$ cat config.mk
export PLATFORM = sky130hd
export DESIGN_NAME = ar_br_cr_arbiter
export DESIGN_NICKNAME = d
export VERILOG_FILES = /design/src/rtl/ar_br_cr_pkg.sv /design/src/rtl/ar_br_cr_rr_arb.sv /design/src/rtl/ar_br_cr_arbiter.sv
export SDC_FILE = /design/constraint.sdc
export NUM_CORES = 1
export LEC_CHECK = 0
export BUFFER_PORTS_ARGS = -buffer_cell sky130_fd_sc_hd__buf_2
export CAP_MARGIN = 20
export CORE_UTILIZATION = 35
export CTS_CLUSTER_DIAMETER = 200
export CTS_CLUSTER_SIZE = 40
export DETAILED_ROUTE_END_ITERATION = 8
export GPL_TIMING_DRIVEN = 0
export PLACE_DENSITY = 0.8
export SETUP_SLACK_MARGIN = 0.02
export SLEW_MARGIN = 20
export SYNTH_ARGS = -nofsm -noshare
export SYNTH_HDL_FRONTEND = slang
export SYNTH_SLANG_ARGS = --single-unit
$ cat constraint.sdc
create_clock -name clk -period 1.89 [get_ports clk]
set_input_delay 0.189 -clock clk [delete_from_list [all_inputs] [get_ports clk]]
set_output_delay 0.189 -clock clk [all_outputs]
set_load 0.01 [all_outputs]
$ cat src/rtl/ar_br_cr_pkg.sv
// Shared types and constants for the AR/BR/CR two-requester arbiter.
// The AR_BR_CR_ARB_RR_EN macro switches arbitration to round-robin.
package ar_br_cr_pkg;

    localparam int DW_DEF = 16;
    localparam int NREQ   = 2;
    localparam int REQ0   = 0;
    localparam int REQ1   = 1;

    typedef enum logic [2:0] {
        S_IDLE,
        S_LOAD,
        S_EVAL,
        S_CAPT,
        S_DONE
    } state_t;

endpackage

$ cat src/rtl/ar_br_cr_rr_arb.sv
// Two-way arbiter. Round-robin when AR_BR_CR_ARB_RR_EN is defined,
// otherwise fixed priority with requester 0 winning a tie.
module ar_br_cr_rr_arb
    import ar_br_cr_pkg::*;
(
    input  logic            clk,
    input  logic            rst,
    input  logic [NREQ-1:0] req,
    input  logic            adv,
    output logic [NREQ-1:0] win
);

`ifdef AR_BR_CR_ARB_RR_EN
    logic fav;
    logic win1_q;

    always_comb begin
        win = req;
        if (&req) win = fav ? 2'b10 : 2'b01;
    end

    // win1_q holds the winner of the arbitration cycle that led into LOAD
    always_ff @(posedge clk or posedge rst) begin
        if (rst) begin
            fav    <= 1'b0;
            win1_q <= 1'b0;
        end else begin
            win1_q <= win[REQ1];
            if (adv) fav <= ~win1_q;
        end
    end
`else
    logic unused_fp;

    assign unused_fp = ^{clk, rst, adv};

    always_comb begin
        win = req;
        if (req[REQ0]) win = 2'b01;
    end
`endif

endmodule

$ cat src/rtl/ar_br_cr_arbiter.sv
// Sequences one shared AR/BR/CR datapath between two requesters.
// Define AR_BR_CR_ARB_RR_EN for round-robin instead of fixed priority.
module ar_br_cr_arbiter
    import ar_br_cr_pkg::*;
#(
    parameter int DW = DW_DEF
) (
    input  logic          clk,
    input  logic          reset,
    input  logic          req0,
    input  logic          req1,
    input  logic [DW-1:0] a0_data,
    input  logic [DW-1:0] b0_data,
    input  logic [DW-1:0] a1_data,
    input  logic [DW-1:0] b1_data,
    output logic          gnt0,
    output logic          gnt1,
    output logic          done0,
    output logic          done1,
    output logic [DW-1:0] rsp_data,
    output logic          busy,
    output logic          load_AR_BR,
    output logic          div_AR_T_CR,
    output logic          mul_BR_T_CR,
    output logic          clr_CR,
    output logic [DW-1:0] AR_data,
    output logic [DW-1:0] BR_data,
    input  logic          AR_neg,
    input  logic          AR_pos,
    input  logic          AR_zero,
    input  logic [DW-1:0] CR_data
);

    state_t          state;
    logic [NREQ-1:0] win;
    logic [NREQ-1:0] gnt_q;
    logic [NREQ-1:0] done_q;
    logic            busy_q;
    logic            load_q;
    logic [DW-1:0]   rsp_q;
    logic            eval;
    logic            onehot;

    ar_br_cr_rr_arb u_arb (
        .clk (clk),
        .rst (reset),
        .req ({req1, req0}),
        .adv (state == S_LOAD),
        .win (win)
    );

    always_ff @(posedge clk or posedge reset) begin
        if (reset) begin
            state  <= S_IDLE;
            gnt_q  <= '0;
            done_q <= '0;
            busy_q <= 1'b0;
            load_q <= 1'b0;
            rsp_q  <= '0;
        end else begin
            done_q <= '0;
            load_q <= 1'b0;
            unique case (state)
                S_IDLE: begin
                    if (|win) begin
                        state  <= S_LOAD;
                        gnt_q  <= win;
                        busy_q <= 1'b1;
                        load_q <= 1'b1;
                    end
                end
                S_LOAD: state <= S_EVAL;
                S_EVAL: state <= S_CAPT;
                S_CAPT: begin
                    state  <= S_DONE;
                    rsp_q  <= CR_data;
                    done_q <= gnt_q;
                end
                S_DONE: begin
                    if (|win) begin
                        state  <= S_LOAD;
                        gnt_q  <= win;
                        load_q <= 1'b1;
                    end else begin
                        state  <= S_IDLE;
                        gnt_q  <= '0;
                        busy_q <= 1'b0;
                    end
                end
                default: state <= S_IDLE;
            endcase
        end
    end

    // Flags become valid only once AR is loaded, so the strobe is decoded live
    assign eval   = (state == S_EVAL);
    assign onehot = $onehot({AR_neg, AR_pos, AR_zero});

    assign div_AR_T_CR = eval & onehot & AR_neg;
    assign mul_BR_T_CR = eval & onehot & AR_pos;
    assign clr_CR      = eval & (~onehot | AR_zero);

    assign gnt0       = gnt_q[REQ0];
    assign gnt1       = gnt_q[REQ1];
    assign done0      = done_q[REQ0];
    assign done1      = done_q[REQ1];
    assign busy       = busy_q;
    assign load_AR_BR = load_q;
    assign rsp_data   = rsp_q;

    assign AR_data = gnt_q[REQ0] ? a0_data :
                     gnt_q[REQ1] ? a1_data : '0;
    assign BR_data = gnt_q[REQ0] ? b0_data :
                     gnt_q[REQ1] ? b1_data : '0;

endmodule
Word level (Yosys, flattened, before mapping)
Cells that the tools add are included.
{"block": "totals", "reg_bits": 25, "inputBits": 87, "out_inout_bits": 57, "word_cells": 44}
{"block": "op_classes", "add_sub_neg": 2, "n_eq_ne": 7, "n_mux": 17, "bitwise_logic": 6, "n_reduce_logical": 6}
{"op": "$mux W16", "n": 4}
{"op": "$pmux W3 S5", "n": 1}
{"op": "$mux W2", "n": 4}
{"op": "$eq A3 B2 Y1 const B", "n": 2}
{"op": "$mux W1", "n": 5}
{"op": "$and A1 B1 Y1", "n": 4}
{"op": "$ne A2 B2 Y1 const B", "n": 2}
{"op": "$pmux W2 S2", "n": 1}
{"op": "$reduce_or A2 Y1", "n": 2}
{"op": "$eq A3 B1 Y1 const B", "n": 1}
{"op": "$eq A3 B3 Y1 const B", "n": 1}
{"op": "$logic_not A3 Y1", "n": 1}
{"op": "$mux W3", "n": 1}
{"op": "$reduce_and A3 Y1", "n": 1}
{"op": "$add A1 B1 Y2", "n": 1}
{"op": "$add A2 B1 Y2", "n": 1}
{"op": "$eq A2 B1 Y1 const B", "n": 1}
{"op": "$pmux W1 S2", "n": 1}
{"op": "$reduce_and A2 Y1", "n": 1}
{"op": "$reduce_bool A2 Y1", "n": 1}
{"op": "$not A1 Y1", "n": 1}
{"op": "$or A1 B1 Y1", "n": 1}

Logic depth before layout (Yosys ltp)
Gate-level depths: netlist of run 1.
{"block": "depth", "word_depth": 6, "depth_mapped": 7, "ltp_nobuf": 5}

By module
A second synthesis of run 1 with hierarchy kept.
{"block": "hier_totals", "hier_cells": 116, "area_unflattened_um2": 1422.6}
{"module": "ar_br_cr_arbiter", "instances": 1, "cells_per_inst": 114, "area_each_um2": 1401.3, "seq_area_each_um2": 625.6}
{"module": "ar_br_cr_rr_arb", "instances": 1, "cells_per_inst": 2, "area_each_um2": 21.3, "seq_area_each_um2": 0.0}

Worst setup path before layout of run 1
No wires, ideal clock.
{"block": "synth_timing", "path_kind": "register to output", "startpoint": "register gnt_q[0]", "endpoint": "output AR_data[0]", "arrival_ps": 1330, "t_required_ps": 1701, "setup_slack_ps": 371, "path_stages_with_launch": 6, "path_buffers": 3, "cell_sequence": "dfrtp_1 clkbuf_1 nor2b_1 clkbuf_1 clkbuf_1 a22o_1"}
{"block": "synth_between", "elab_chain_cells": 1}
{"element": "from (decl)", "line_no": "ar_br_cr_arbiter.sv:36", "source": "logic [NREQ-1:0] gnt_q;"}
{"element": "from (signal assigned)", "line_no": "ar_br_cr_arbiter.sv:67", "source": "gnt_q <= win;"}
{"element": "from (signal assigned)", "line_no": "ar_br_cr_arbiter.sv:82", "source": "gnt_q <= win;"}
{"element": "$mux W16", "line_no": "ar_br_cr_arbiter.sv:111", "source": "assign AR_data = gnt_q[REQ0] ? a0_data :"}
{"element": "to (decl)", "line_no": "ar_br_cr_arbiter.sv:26", "source": "output logic [DW-1:0] AR_data,"}
No other way between the ends.

Final worst setup path of run 1
Same ends and word-level chain as after synthesis.

==> results of run 1 <==
placed cells by master, fill, tap and decap left out, drive strengths merged, types with 2 or more instances in the layout:
cell / netlist / final
mux2: 16 / 16
buf: 5 / 148
dfrtp: 25 / 25
clkbuf: 6 / 9
o21ai: 2 / 2
a22o: 33 / 33
and2: 2 / 2
inv: 7 / 7
nand2b: 2 / 2
nor4: 2 / 2
nor2: 3 / 3
what timing repair did:
item	CTS	global route
gates resized for setup	3	1
setup endpoints to repair	30	14
pin swaps	0	0
registers in the layout, indices dropped and copies added, names as in the netlist:
| register | count |
|---|---|
| busy | 1 |
| done_q | 2 |
| gnt_q | 2 |
| load_AR_BR | 1 |
| rsp_data | 16 |
| state | 3 |
per-layer routing:
| metal | up-vias | share of wire [%] |
|---|---|---|
| met1 | 710 | 42 |
| met3 | 4 | 5.4 |
| li1 | 718 | - |
| met5 | - | 0 |
| met2 | 53 | 51 |
| met4 | 0 | 1.3 |
stage by stage:
stage / utilization (%) / hold slack (ns)
4_1_cts: 59.2 / 0.148
2_1_floorplan: - / 0.216
3_3_place_gp: 58.0 / 0.421
3_5_place_dp: 58.0 / 0.426
5_1_grt: 59.3 / 0.144
6_report: 59.3 / 0.114
area by class of cell:
cell class                      instances  area share [%]
Buffer                                 10            3.18
Sequential cell                        25            28.5
Tap cell                               48            2.73
Multi-Input combinational cell         71            29.9
Clock buffer                            4            2.05
Timing Repair Buffer                  143            32.5
Inverter                                7            1.19
kinds of logic (layout without fill, tap and decap cells):
| logic type | count (synthesis) | in the layout |
|---|---|---|
| buffers and inverters | 18 | 164 |
| AOI/OAI and AO/OA | 41 | 41 |
| and+or+nand+nor | 12 | 12 |
| xor gates and xnor gates | 1 | 1 |
| muxes | 16 | 16 |
| adders and majority gates | 1 | 1 |
| DFF | 25 | 25 |
how the worst max path moves through the flow:
stage / slack (ns) / end / cells past startpoint
after floorplan: 0.37 / AR_data[0] / 5
after global placement: 0.09 / AR_data[0] / 6
after detailed placement: 0.05 / AR_data[0] / 6
after CTS: 0.11 / AR_data[0] / 5
after global routing: 0.03 / BR_data[7] / 5
final: 0.17 / AR_data[0] / 5
power by group through the flow:
stage / Sequential [W] / Clock [W] / Combinational, W
after CTS: 0.000962 / 0.000314 / 0.00209
after global placement: 0.000929 / 0 / 0.00206
final: 0.000961 / 0.000305 / 0.00208
after floorplan: 0.00104 / 0 / 0.00122
after detailed placement: 0.000943 / 0 / 0.00211
after global routing: 0.00100 / 0.000337 / 0.00223
==> impl_metrics.csv, run 1 <==
group,metric,value,unit
routing,wire_per_inst,14.2,um
logic_synthesis,yosysTopAreaCellShare,45.4,%
worst_setup_path,worst_setup_path_start_kind,"flip-flop",
logic_synthesis,synth-seq-cells,25,
power_and_ir_drop,seqPwrFrac,28.8,%
floorplan,rows,22,
sta,min_period_over_period,90.8,%
layout,syn_to_final_growth,59.7,%
logic_synthesis,synth.avg_cell_area,12.1,sq um
layout,antenna_cells,0,
clocking,clock_path_buffers,2,
routing,wl,4.37,mm
global_routing,grt_pass1_vias,1327,
worst_setup_path,critPathMaxFanout,10,
clocking,cts_tree,"built",
routing,detail-route-antenna-nets,0,
layout,final_nets,349,
power_and_ir_drop,pwr-share-clk,9.1,%
logic_synthesis,yosys-top-cells-area,"dfrtp_1, a22o_1, mux2_4",
routing,vias_per_cell,4.82,
sta,max-slew-margin-rel,39.8,%
logic_synthesis,synth.most_common_cell,"a22o_1",
layout,drive_above_1_share,65.8,%
logic_synthesis,synth_compound_area_share,25.1,%
worst_setup_path,crit_path_end_kind,"primary output",
placed_design,place_ws,0.0527,ns
power_and_ir_drop,peakVddDrop,0.683,mV
placed_design,post-place-cells,305,
worst_setup_path,critPathLaunch,"gnt_q[0]",
global_routing,use_met2,34.5,%
clocking,insertion_delay,0.26,ns
floorplan,die_area,4190,sq um
logic_synthesis,yosysSeqAreaShare,45.4,%
routing,dr.pass1.iters,4,
floorplan,io_pins,144,
power_and_ir_drop,combPwrFrac,62.1,%
layout,final_cell_area,2200,sq um
worst_setup_path,cpMaxStageDelayCell,"dfrtp_2",
placed_design,dp_hpwl,3.66,mm
floorplan,die_x,64.8,um
worst_setup_path,r2r_end,"rsp_data[1]",
power_and_ir_drop,total_power,0.00334,W
layout,layoutNonFillerInstCount,308,
clocking,cts.sinks,25,
worst_setup_path,path_cells,"nor2b_1 -> clkbuf_2 -> clkbuf_4 -> a22o_1 -> buf_2",
global_routing,grt_max_degree,26,
layout,seqCellArea,627,sq um
power_and_ir_drop,p_int,0.00202,W
placed_design,io_buffers,143,
power_and_ir_drop,leakage,1.27,nW
logic_synthesis,synthSimpleGateAreaFrac,4.99,%
power_and_ir_drop,netSwitchingFraction,39.4,%
worst_setup_path,reg2reg_depth,5,
worst_setup_path,timing.rr.start,"state[2]",
job,maxCapViolations,0,
worst_setup_path,path_class,"reg -> out",
clocking,clockRootBuffer,"clkbuf_8",
sta,max_freq,0.583,GHz
min_path,min_path_type,"in -> async",
clocking,path_clk_slew,0.08,ns
global_routing,antenna_found_initial,0,
logic_synthesis,synthFlopType,"dfrtp_1",
global_routing,use_met1,24.4,%
worst_setup_path,cp.arrival,1.53,ns
sta,min_period,1.72,ns
routing,vias,1485,
global_routing,grt_pass1_wl,6.35,mm
clocking,postCtsSetupBuffers,0,
logic_synthesis,synth_cells,114,
global_routing,grt_use_total,19.7,%
logic_synthesis,synth_cell_types,26,
logic_synthesis,synth_fa_ha_area_share,1.45,%
layout,n_fill_cell,330,
worst_setup_path,cp_num_buf_inv,3,
sta,fin_skew,0.00407,ns
floorplan,fp.dieH,64.8,um
clocking,cts_made_buffers,3,
worst_setup_path,critPathMaxStageDelay,0.47,ns
clocking,postCtsHoldBufs,0,
logic_synthesis,synthTopCellsByCount,"a22o_1, dfrtp_1, mux2_4",
logic_synthesis,synth_xor_area_share,0.635,%
sta,rsz0062_at_grt,"no",
global_routing,overflow,0,
sta,slew_viol_final,0,
logic_synthesis,netlist_area,1380,sq um
logic_synthesis,synth_fp_nets,202,
sta,finalHoldViolCount,0,
logic_synthesis,synthArstFlopShare,100,%
routing,drc_errors,0,
power_and_ir_drop,power_density,1520,nW/um^2
sta,tightest_slew,0.902,ns
worst_setup_path,crit_required,1.70,ns
floorplan,core,3720,sq um
placed_design,place_area,2150,sq um
worst_setup_path,r2r_slack,0.29,ns
sta,tns,0,ns
placed_design,gp_congestion,0.679,
clocking,htree_levels,1,
global_routing,grtUsageMet3,4.23,%
global_routing,top_usage_layer,"met2",
logic_synthesis,yosysTopAreaCell,"dfrtp_1",
layout,multiInputGateArea,658,sq um
logic_synthesis,synth_top_family_by_area,"compound AO/OA/AOI/OAI gates",
logic_synthesis,synth_edf_count,0,
logic_synthesis,muxShareOfSynthArea,15.5,%
routing,drt_iter0_drc,49,
run_status,status,"finished, final reports clean",
sta,setup_viol,0,
floorplan,start_util,37.1,%
power_and_ir_drop,p_switching,0.00132,W
sta,setup_ws,0.174,ns
worst_setup_path,crit_family,"buffers and inverters",
logic_synthesis,yosys_warnings,0,
(Power assumes the default switching activity.)
==> run 2: changes to the inputs <==
Settings changed: CORE_MARGIN from default to 2.
==> run 2 against run 1 <==
Wire length shrank 1.1%. Power shrank 0.44%. Highest routed layer unchanged. Clock-buffer cell count shrank 1.
==> impl_metrics.csv, run 2 (same netlist as run 1, synthesis figures left out) <==
group,metric,value,unit
worst_setup_path,reg2reg_depth,5,
sta,slew_viol_final,0,
global_routing,overflow,0,
layout,final_common_cell,"buf_2",
worst_setup_path,path_class,"reg -> out",
routing,detail-route-antenna-nets,0,
routing,vias_per_cell,4.68,
layout,multiInputGateArea,658,sq um
clocking,cts.sinks,25,
worst_setup_path,r2r_end,"rsp_data[1]",
clocking,htree_levels,1,
power_and_ir_drop,leakage,1.27,nW
floorplan,die_x,66.8,um
clocking,path_clk_slew,0.09,ns
clocking,cts_made_buffers,3,
clocking,cts_resized,2,
worst_setup_path,crit_path_end_kind,"primary output",
layout,final_nets,349,
worst_setup_path,critPathLaunch,"gnt_q[0]",
sta,tightest_slew,0.914,ns
global_routing,grt_max_degree,26,
layout,antenna_cells,0,
clocking,clockRootBuffer,"clkbuf_8",
layout,fin_util,59.4,%
layout,drive_above_1_share,65.8,%
clocking,insertion_delay,0.27,ns
job,maxCapViolations,0,
placed_design,gp_congestion,0.707,
layout,final_cell_mix,"buf_2, a22o_1, dfrtp_1, mux2_4",
floorplan,fp.dieH,66.8,um
placed_design,post-place-cells,305,
routing,wl,4.32,mm
placed_design,dp_hpwl,3.63,mm
layout,largest_reg_flops,16,
global_routing,grt_pass1_wl,5.84,mm
run_status,status,"finished, final reports clean",
layout,syn_to_final_growth,60.1,%
global_routing,antenna_found_initial,0,
global_routing,grt_pass1_vias,1224,
routing,drt_iter0_drc,60,
routing,drc_errors,0,
routing,dr.pass1.iters,4,
layout,n_fill_cell,335,
worst_setup_path,crit_required,1.70,ns
clocking,postCtsSetupBuffers,0,
clocking,cts_tree,"built",
clocking,clock_path_buffers,2,
layout,seqCellArea,626,sq um
floorplan,core,3720,sq um
sta,min_period_over_period,89.4,%
routing,vias,1441,
floorplan,rows,22,
worst_setup_path,worst_setup_path_start_kind,"flip-flop",
sta,min_period,1.69,ns
power_and_ir_drop,peakVddDrop,0.687,mV
layout,layoutNonFillerInstCount,308,
worst_setup_path,timing.rr.start,"state[2]",
placed_design,io_buffers,143,
worst_setup_path,r2r_slack,0.29,ns
power_and_ir_drop,power_density,1510,nW/um^2
floorplan,die_area,4460,sq um
sta,fin_skew,0.00408,ns
sta,max-slew-margin-rel,39.0,%
worst_setup_path,cp.arrival,1.50,ns
floorplan,io_pins,144,
sta,tns,0,ns
min_path,min_path_type,"in -> async",
sta,setup_viol,0,
global_routing,grt_use_total,17.1,%
sta,finalHoldViolCount,0,
clocking,postCtsHoldBufs,0,
worst_setup_path,critPathMaxFanout,10,
floorplan,start_util,37.1,%
sta,rsz0062_at_grt,"no",
sta,max_freq,0.592,GHz
routing,wire_per_inst,14.0,um
==> run 2: changes by cell type in the layout (fill, tap and decap cells not counted) <==
cell	delta
buf_2	-2
clkbuf_4	+2
dfrtp_2	-1
dfrtp_1	+1
clkinv_2	+1
clkbuf_1	-1
==> run 2: per-layer routing <==
layer | track usage (%) | up-vias | part of all wire [%]
li1 | - | 718 | -
met1 | 23.7 | 665 | 42
met2 | 28.1 | 53 | 51
met3 | 3.38 | 5 | 6.8
met4 | 3.06 | 0 | 0.58
met5 | 0 | - | 0
==> run 2: how the worst max path moves through the flow <==
stage,endpoint,slack (ns)
after global placement,AR_data[2],0.18
after floorplan,AR_data[0],0.37
after CTS,BR_data[1],0.002
final,BR_data[1],0.20
after detailed placement,AR_data[2],0.16
after global routing,AR_data[0],0.08
==> run 2: area by class of cell <==
class | instances | area share (%)
timing repair buffer | 143 | 32.4
sequential | 25 | 28.3
tap | 48 | 2.72
clock inverter | 1 | 0.227
clock buffer | 3 | 1.87
inverter | 7 | 1.19
buffer | 10 | 3.40
multi-input combinational | 71 | 29.8
==> run 2: where the power goes <==
group / internal (W) / switching [W]
sequential: 0.000794 / 0.000159
combinational: 0.00108 / 0.000976
clock: 0.000148 / 0.000166
==> run 2: per-stage QoR <==
stage	total power (W)	area [sq um]	setup slack, ns	hold WS (ns)
after floorplan	0.00226	1380	0.371	0.216
after global placement	0.00299	2150	0.177	0.422
after detailed placement	0.00303	2150	0.160	0.425
after CTS	0.00335	2200	0.00224	0.141
after global routing	0.00355	2210	0.0766	0.130
final	0.00333	2210	0.201	0.105
==> run 2: critical path, stage by stage, from the launching register on <==
cell and delay, ns:
dfrtp_1 0.46, nor2b_1 0.13, clkbuf_2 0.15, clkbuf_4 0.20, a22o_1 0.15, buf_2 0.13
==> run 3: changes to the inputs <==
Settings changed: ABC_AREA from default to 1, CORE_UTILIZATION 35 to 36.
==> run 3 against run 2 <==
Non-clock buffer count is 3 higher. Clock power barely moved. Sequential power is 3.6% lower. Worst hold slack improved by 0.0024 ns. Power is 1.2% higher. Synthesized cell count rose by 96%. Design area grew 4.5%.
==> impl_metrics.csv, run 3 <==
group,metric,value,unit
min_path,min_path_type,"in -> async",
worst_setup_path,cp_num_buf_inv,3,
placed_design,gp_congestion,0.687,
layout,multiInputGateArea,716,sq um
sta,setup_viol,0,
logic_synthesis,synth-seq-cells,25,
logic_synthesis,synthFlopType,"dfrtp_1",
global_routing,grt_pass1_wl,6.13,mm
layout,final_nets,459,
worst_setup_path,critPathMaxStageDelay,0.36,ns
worst_setup_path,cp.arrival,1.45,ns
routing,drc_errors,0,
worst_setup_path,cpMaxStageDelayCell,"clkbuf_1",
sta,min_period,1.64,ns
global_routing,use_met1,20.8,%
logic_synthesis,yosysSeqAreaShare,42.2,%
logic_synthesis,synth_edf_count,0,
global_routing,antenna_found_initial,0,
sta,fin_skew,0.00329,ns
placed_design,dp_hpwl,3.57,mm
logic_synthesis,synthArstFlopShare,100,%
logic_synthesis,synth_compound_area_share,0.759,%
layout,fin_util,58.1,%
placed_design,place_area,2260,sq um
clocking,clockRootBuffer,"clkbuf_8",
logic_synthesis,synth.avg_cell_area,6.65,sq um
global_routing,grt_use_total,17.1,%
routing,dr.pass1.iters,4,
sta,finalHoldViolCount,0,
floorplan,start_util,37.3,%
floorplan,die_area,4650,sq um
routing,wl,4.41,mm
routing,detail-route-antenna-nets,0,
sta,tns,0,ns
logic_synthesis,yosys-top-cells-area,"dfrtp_1, nand2_1, nand3_1",
worst_setup_path,crit_family,"buffers and inverters",
worst_setup_path,worst_setup_path_start_kind,"flip-flop",
worst_setup_path,path_class,"reg -> out",
worst_setup_path,crit_path_end_kind,"primary output",
clocking,cts.sinks,25,
layout,final_cell_mix,"buf_2, nand2_1, nand3_1, dfrtp_1, inv_1",
floorplan,fp.dieH,68.2,um
worst_setup_path,cp.depth,5,
clocking,clock_path_buffers,2,
layout,final_cell_area,2310,sq um
worst_setup_path,critPathMaxFanout,10,
logic_synthesis,yosys_warnings,0,
run_status,status,"finished, final reports clean",
clocking,cts_made_buffers,3,
logic_synthesis,muxShareOfSynthArea,0,%
floorplan,rows,23,
layout,largest_reg_flops,16,
sta,rsz0062_at_grt,"no",
sta,tightest_slew,0.907,ns
logic_synthesis,synthSimpleGateAreaFrac,46.2,%
sta,max-slew-margin-rel,39.5,%
logic_synthesis,synthTopCellsByCount,"nand2_1, nand3_1, dfrtp_1",
clocking,path_clk_slew,0.09,ns
global_routing,overflow,0,
layout,n_fill_cell,382,
clocking,insertion_delay,0.27,ns
placed_design,io_buffers,143,
sta,min_period_over_period,86.7,%
floorplan,core,3970,sq um
sta,slew_viol_final,0,
worst_setup_path,path_cells,"buf_2 -> clkbuf_1 -> nand2_1 -> nand2_1 -> buf_2",
logic_synthesis,yosysTopAreaCellShare,42.2,%
routing,wire_per_inst,10.5,um
global_routing,grt_pass1_vias,1482,
clocking,postCtsHoldBufs,0,
logic_synthesis,yosysTopAreaCell,"dfrtp_1",
logic_synthesis,synth_fp_nets,311,
layout,drive_above_1_share,43.5,%
logic_synthesis,netlist_area,1480,sq um
power_and_ir_drop,leakage,1.54,nW
logic_synthesis,synth_fa_ha_area_share,1.35,%
routing,vias_per_cell,4.41,
routing,drt_iter0_drc,33,
logic_synthesis,synth_top_family_by_area,"simple AND/OR/NAND/NOR gates",
layout,antenna_cells,0,
clocking,cts_tree,"built",
floorplan,io_pins,144,
layout,seqCellArea,626,sq um
global_routing,grtUsageMet3,2.80,%
worst_setup_path,crit_required,1.70,ns
global_routing,grt_max_degree,26,
routing,vias,1854,
power_and_ir_drop,total_power,0.00337,W
logic_synthesis,synth_xor_area_share,0,%
global_routing,use_met2,31.2,%
layout,final_common_cell,"buf_2",
clocking,cts_resized,0,
clocking,postCtsSetupBuffers,0,
layout,syn_to_final_growth,55.6,%
logic_synthesis,synth_cell_types,17,
logic_synthesis,synth.most_common_cell,"nand2_1",
job,maxCapViolations,0,
sta,hold_ws,0.108,ns
power_and_ir_drop,power_density,1460,nW/um^2
worst_setup_path,reg2reg_depth,6,
power_and_ir_drop,peakVddDrop,0.723,mV
logic_synthesis,synth_cells,223,
sta,max_freq,0.610,GHz
floorplan,die_x,68.2,um
global_routing,top_usage_layer,"met2",
clocking,htree_levels,1,
-- run 3: report_power, final --
group	total [W]	switching [W]	leakage, nW	internal, W
combinational	0.00213	0.00129	1.20	0.000843
clock	0.000315	0.000168	0.0255	0.000147
sequential	0.000919	0.000131	0.309	0.000788
total	0.00337	0.00159	1.54	0.00178
-- run 3: stage by stage --
step           std cells  setup WS [ns]
6_report             420          0.251
5_1_grt              420          0.128
4_1_cts              420          0.236
3_5_place_dp         416          0.456
3_3_place_gp         416          0.480
2_1_floorplan        223          0.583
-- run 3: kinds of logic after synthesis --
logic type / count (synthesis)
AOI/OAI and AO/OA: 2
adders and majority gates: 1
buffers and inverters: 28
DFF: 25
and+or+nand+nor: 167
-- run 3: worst reg2reg max path, delay by kind of cell, from the launching register on --
kind | cells | cell delay [ns]
buffers and inverters | 2 | 0.29
flip-flops | 1 | 0.42
AND/OR/NAND/NOR | 4 | 0.36
-- run 3: metal layers --
metal | part of all wire [%] | vias to the layer above
met5 | 0 | -
met4 | 0.25 | 0
met3 | 9.0 | 2
met2 | 48 | 80
met1 | 42 | 789
li1 | - | 983
-- run 3: area by class of cell --
class,count,share of cell area [%]
multi-input combinational,170,31.0
tap,50,2.71
timing repair buffer,143,31.0
sequential,25,27.1
buffer,13,3.47
clock inverter,1,0.217
clock buffer,3,1.79
inverter,15,2.66
-- run 3: final timing paths --
check / from / to / slack [ns]
max in group asynchronous: reset / gnt_q[1] / 1.23
min: reset / rsp_data[4] / 0.11
max: gnt_q[0] / BR_data[6] / 0.25
min reg2reg: state[2] / state[1] / 0.45
max reg2reg: state[1] / rsp_data[13] / 0.78
min in group clk: CR_data[1] / rsp_data[1] / 0.11
